`config.mk`:
```
export PLATFORM = sky130hd
export DESIGN_NAME = car_detect
export DESIGN_NICKNAME = d
export VERILOG_FILES = /design/src/rtl/car_detect.sv
export SDC_FILE = /design/constraint.sdc
export NUM_CORES = 1
export LEC_CHECK = 0
export ABC_AREA = 1
export CORE_MARGIN = 4
export CORE_UTILIZATION = 30
export DETAILED_ROUTE_END_ITERATION = 10
export SLEW_MARGIN = 20
export SYNTH_ARGS = -nofsm -noshare
export SYNTH_HDL_FRONTEND = slang
export SYNTH_SLANG_ARGS = --single-unit
```
`constraint.sdc`:
```
create_clock -name clock -period 1.8 [get_ports clock]
set_input_delay 0.36 -clock clock [delete_from_list [all_inputs] [get_ports clock]]
set_output_delay 0.36 -clock clock [all_outputs]
set_load 0.1 [all_outputs]
```
`src/rtl/car_detect.sv`:
```
// Purpose: debounce a country-road loop sensor, count waiting cars, raise X and flag a stuck sensor.
// Latency: filtered level follows a clean loop_in edge after DEBOUNCE+2 edges; X tracks demand combinationally, then holds HOLD edges.
// Backpressure: none; a free-running monitor that samples every clock and never stalls.
module car_detect #(
    parameter int DEBOUNCE    = 4,
    parameter int HOLD        = 8,
    parameter int STUCK_LIMIT = 100
) (
    input  logic       clock,
    input  logic       clear_n,
    input  logic       loop_in,
    input  logic [1:0] cntry,
    output logic       X,
    output logic [3:0] car_count,
    output logic       fault
);

    typedef enum logic [1:0] {
        ST_LOW      = 2'd0,
        ST_RISE_CHK = 2'd1,
        ST_HIGH     = 2'd2,
        ST_FALL_CHK = 2'd3
    } deb_state_t;

    localparam logic [2:0] DEB_LAST    = 3'(DEBOUNCE - 1);
    localparam logic [3:0] HOLD_LOAD   = 4'(HOLD);
    localparam logic [6:0] STUCK_MAX   = 7'(STUCK_LIMIT);
    localparam logic [1:0] CNTRY_GREEN = 2'd2;

    logic       r_s1;
    logic       r_s2;
    deb_state_t r_state;
    logic [2:0] r_deb_cnt;
    logic [3:0] r_car_count;
    logic [3:0] r_hold_cnt;
    logic [6:0] r_stuck_cnt;
    logic       r_fault;

    deb_state_t w_next_state;
    logic [2:0] w_next_deb_cnt;
    logic       w_filtered;
    logic       w_arrival;
    logic       w_departure;
    logic       w_green;
    logic       w_demand;
    logic       w_fault_set;

    // 2-flop synchronizer; only the second stage feeds the debouncer
    always_ff @(posedge clock or negedge clear_n) begin
        if (!clear_n) begin
            r_s1 <= 1'b0;
            r_s2 <= 1'b0;
        end else begin
            r_s1 <= loop_in;
            r_s2 <= r_s1;
        end
    end

    // Debounce FSM state and qualification counter
    always_ff @(posedge clock or negedge clear_n) begin
        if (!clear_n) begin
            r_state   <= ST_LOW;
            r_deb_cnt <= 3'd0;
        end else begin
            r_state   <= w_next_state;
            r_deb_cnt <= w_next_deb_cnt;
        end
    end

    // Next-state: a level must persist DEBOUNCE samples before it is accepted
    always_comb begin
        w_next_state   = r_state;
        w_next_deb_cnt = r_deb_cnt;
        case (r_state)
            ST_LOW: begin
                if (r_s2) begin
                    w_next_state   = ST_RISE_CHK;
                    w_next_deb_cnt = 3'd1;
                end
            end
            ST_RISE_CHK: begin
                if (!r_s2) begin
                    w_next_state = ST_LOW;
                end else if (r_deb_cnt == DEB_LAST) begin
                    w_next_state = ST_HIGH;
                end else begin
                    w_next_deb_cnt = r_deb_cnt + 3'd1;
                end
            end
            ST_HIGH: begin
                if (!r_s2) begin
                    w_next_state   = ST_FALL_CHK;
                    w_next_deb_cnt = 3'd1;
                end
            end
            ST_FALL_CHK: begin
                if (r_s2) begin
                    w_next_state = ST_HIGH;
                end else if (r_deb_cnt == DEB_LAST) begin
                    w_next_state = ST_LOW;
                end else begin
                    w_next_deb_cnt = r_deb_cnt + 3'd1;
                end
            end
            default: begin
                w_next_state   = ST_LOW;
                w_next_deb_cnt = 3'd0;
            end
        endcase
    end

    // FSM outputs: filtered level plus arrival/departure strobes taken from transitions
    always_comb begin
        w_green     = (cntry == CNTRY_GREEN);
        w_filtered  = (r_state == ST_HIGH) || (r_state == ST_FALL_CHK);
        w_arrival   = (r_state == ST_RISE_CHK) && (w_next_state == ST_HIGH);
        w_departure = (r_state == ST_FALL_CHK) && (w_next_state == ST_LOW) && w_green;
    end

    assign w_demand    = w_filtered || (r_car_count != 4'd0);
    assign w_fault_set = !r_fault && (r_stuck_cnt == STUCK_MAX);

    // Car counter saturating at 0 and 15; forced to 0 once the sensor is declared stuck
    always_ff @(posedge clock or negedge clear_n) begin
        if (!clear_n) begin
            r_car_count <= 4'd0;
        end else if (r_fault || w_fault_set) begin
            r_car_count <= 4'd0;
        end else if (w_arrival && (r_car_count != 4'd15)) begin
            r_car_count <= r_car_count + 4'd1;
        end else if (w_departure && (r_car_count != 4'd0)) begin
            r_car_count <= r_car_count - 4'd1;
        end
    end

    // Hold timer keeps X up for HOLD edges after demand disappears
    always_ff @(posedge clock or negedge clear_n) begin
        if (!clear_n) begin
            r_hold_cnt <= 4'd0;
        end else if (r_fault || w_fault_set) begin
            r_hold_cnt <= 4'd0;
        end else if (w_demand) begin
            r_hold_cnt <= HOLD_LOAD;
        end else if (r_hold_cnt != 4'd0) begin
            r_hold_cnt <= r_hold_cnt - 4'd1;
        end
    end

    // Stuck detector: a car cannot sit on the loop through a long green; fault is sticky
    always_ff @(posedge clock or negedge clear_n) begin
        if (!clear_n) begin
            r_stuck_cnt <= 7'd0;
            r_fault     <= 1'b0;
        end else begin
            if (w_filtered && w_green) begin
                if (r_stuck_cnt != STUCK_MAX) begin
                    r_stuck_cnt <= r_stuck_cnt + 7'd1;
                end
            end else begin
                r_stuck_cnt <= 7'd0;
            end
            if (w_fault_set) begin
                r_fault <= 1'b1;
            end
        end
    end

    assign X         = !r_fault && (w_demand || (r_hold_cnt != 4'd0));
    assign car_count = r_car_count;
    assign fault     = r_fault;

endmodule

```
==> results_dict.tcl <==
set metrics [dict create \
    track_usage 0.114 \
    antenna_left 0 \
    worst-path-buf-inv 1 \
    slew_headroom 0.789 \
    fin_worst_skew_ps 4.20 \
    ys.warnings.count 0 \
    root_buffer "clkbuf_8" \
    grt_max_degree 24 \
    synth.distinct_cells 31 \
    portBuffers 10 \
    cts_tree "done" \
    core_area_mm2 0.00406 \
    place_ws_ps -80.8 \
    cts_max_level 1 \
    leakagePower_nw 0.793 \
    hold_path_end "r_s2$_DFF_PN0_" \
    grt-ovfl-total 0 \
    max_freq_mhz 547 \
    die_w_um 73.4 \
    drv_cap 0 \
    fin_util 0.442 \
    fin_nets 194 \
    rsz0062_at_grt "true" \
    worstMarginPinSlew_ps 316 \
    hp-class "reg -> reg" \
    routed_wl_um 2660 \
    violations "negative setup slack" \
    syn_avg_cell_area_um2 8.66 \
    placementRows 23 \
    end_kind "flop" \
    crit_fanout 5 \
    critical_path_class "reg -> reg" \
    syn_area_mm2 0.00128 \
    p_per_area_mw_per_mm2 1430 \
    antenna_found_initial 0 \
    die_h_um 73.4 \
    grt_pass1_wl_um 4780 \
    antenna_cells 0 \
    nFillCells 371 \
    drt_iter0_drc 47 \
    r2r_slack_ps -30 \
    instances_no_fill 229 \
    firstDrtPassIters 4 \
    start_kind "flop" \
    critPathArrivalTime_ps 1990 \
    ys_ff_latch 23 \
    grt_pass1_vias 1088 \
    crit_chain "ha_4, ha_4, nand3_4, nor2_4, nand2_4, ha_4, a21o_1, nand2_1, nand2_2, inv_1, nand2_1, nand2_1, nand2_1, nand2_1" \
    worst_hold_slack_ps 353 \
    clockBufferDepth 2 \
    min_period_over_period 1.02 \
    reg2reg_to "car_count[3]$_DFFE_PN0P_" \
    clkSinkCount 23 \
    hold_path_startpoint "r_s1$_DFF_PN0_" \
    critPathSlowestCell "dfrtp_1" \
    cts_buffers 3 \
    io_pins 11 \
    reg2reg_depth 14 \
    fin_ws_ps -28.0 \
    dieArea_mm2 0.00538 \
    slew_viol_final 0 \
    hpwl_um 1870 \
    wl_per_cell_um 11.6 \
    critPathMostFrequentCell "nand2_1" \
    initial_core_util 0.316 \
    p_total_mw 2.57 \
    insertion_delay_ps 270 \
    vias 1083 \
    syn2layout_area_growth_pct 40.0 \
    syn-num-nets 162 \
    rr_startpoint "r_deb_cnt[0]$_DFFE_PN0P_" \
    fin_crit_ps 1830 \
    setup_violations 2 \
    seq_area_frac_synth 0.449 \
    gp_congestion 0.814 \
    drive_above_1_share 0.335 \
    cp_top_family "simple AND/OR/NAND/NOR gates" \
    final_hold_viol_count 0 \
    ir_drop_mv 0.567 \
    required_ps 1960 \
    critical-path-max-stage-delay_ps 410 \
    clk_pin_slew_ps 80 \
    placedCellCount 213 \
    viasPerCell 4.73 \
    holdPathStages 0 \
    syn_inst 148 \
    drc 0 \
    status "finished, violations left" \
]
logic make-up (layout without fill, tap and decap cells):
family | after synthesis | in the layout | synth area share
simple gates | 72 | 72 | 0.270
flops | 23 | 23 | 0.449
buf+inv | 23 | 54 | 0.0742
compound gates | 17 | 17 | 0.0840
fa+ha+maj | 9 | 9 | 0.0938
xor+xnor | 3 | 3 | 0.0205
mux | 1 | 1 | 0.00879
layout by cell type, fill, tap and decap left out, drive strengths merged:
cell,Yosys,routed
xor2,1,1
o22ai,1,1
mux2,1,1
o21a,1,1
dfrtp,23,23
buf,2,25
a31oi,1,1
xnor2,2,2
a21o,1,1
nor4,1,1
o21ai,5,5
clkdlybuf4s50,0,4
clkinv,0,1
nor3,3,3
inv,21,21
fa,1,1
nor3b,1,1
nand2,30,30
a21oi,8,8
ha,8,8
clkbuf,0,3
nor2,17,17
nand3b,1,1
nand4,3,3
nand3,15,15
or2,1,1
registers in the layout, summed over array words and instances (netlist names):
register and flops:
r_hold_cnt 4, fault 1, r_deb_cnt 3, r_s1 1, r_stuck_cnt 7, car_count 4, r_s2 1, r_state 2
worst max-delay path by stage:
stage                                        start                  endpoint  slack (ps)  depth (start not counted)
after floorplan           car_count[0]$_DFFE_PN0P_                         X         -20                          4
after global placement    r_deb_cnt[0]$_DFFE_PN0P_  car_count[3]$_DFFE_PN0P_         -40                         13
after detailed placement  r_deb_cnt[0]$_DFFE_PN0P_  car_count[3]$_DFFE_PN0P_         -80                         13
after CTS                 r_deb_cnt[1]$_DFFE_PN0P_  car_count[3]$_DFFE_PN0P_         -70                         14
after global routing      r_deb_cnt[0]$_DFFE_PN0P_  car_count[3]$_DFFE_PN0P_        -170                         14
final                     r_deb_cnt[0]$_DFFE_PN0P_  car_count[3]$_DFFE_PN0P_         -30                         14
metal layers:
metal | wire, µm | vias to the layer above | track usage | share of wire
met5 | 0 | - | 0 | 0
met4 | 54 | 0 | 0.0644 | 0.020
met3 | 106 | 5 | 0.0192 | 0.040
met2 | 1370 | 19 | 0.193 | 0.51
met1 | 1140 | 511 | 0.137 | 0.43
li1 | - | 548 | - | -
synthesized netlist by cell type:
cell	n	area share
fa_1	1	0.016
ha_1	8	0.078
nor3b_1	1	0.0059
inv_1	19	0.056
o21ai_0	4	0.016
nor2_1	12	0.035
a21oi_1	6	0.023
o21a_1	1	0.0059
nand4_1	3	0.015
nor3_1	3	0.012
mux2_2	1	0.0088
nand2_1	30	0.088
buf_6	1	0.0088
nor4_1	1	0.0049
o22ai_1	1	0.0049
nand3_2	2	0.016
inv_2	2	0.0059
xor2_1	1	0.0068
buf_2	1	0.0039
nor2_4	2	0.018
nand3b_1	1	0.0059
a21oi_4	1	0.013
a21oi_2	1	0.0068
xnor2_1	2	0.014
o21ai_1	1	0.0039
dfrtp_1	23	0.45
a21o_1	1	0.0059
a31oi_1	1	0.0049
or2_1	1	0.0049
nor2_2	3	0.015
nand3_1	13	0.051
per-stage QoR:
step	cell area, µm²	TNS (ps)
after floorplan	1330	-32.0
after global placement	1590	-47.9
after detailed placement	1590	-209
after CTS	1750	-133
after global routing	1790	-385
final	1790	-38.1
timing repair:
| item | CTS | global route |
|---|---|---|
| hold endpoints to repair | 0 | 0 |
| resized for setup | 4 | 10 |
| setup endpoints to repair | 4 | 8 |
| pin swaps | 8 | 8 |
| hold buffers | 0 | 0 |
| buffers inserted | 12 | 1 |
report_power, final:
part / internal (mW) / total (mW) / leakage (nW) / switching [mW]
Combinational: 0.655 / 1.44 / 0.476 / 0.788
Sequential: 0.656 / 0.807 / 0.291 / 0.150
Clock: 0.155 / 0.323 / 0.0255 / 0.169
area by class of cell:
class / instances / area (µm²) / area share
Multi-Input combinational cell: 102 / 711 / 0.396
Timing Repair Buffer: 29 / 303 / 0.169
Clock buffer: 3 / 41.3 / 0.0230
Tap cell: 50 / 62.6 / 0.0349
Sequential cell: 23 / 591 / 0.329
Inverter: 21 / 81.3 / 0.0453
Clock inverter: 1 / 5.00 / 0.00279
(Power assumes the default switching activity.)
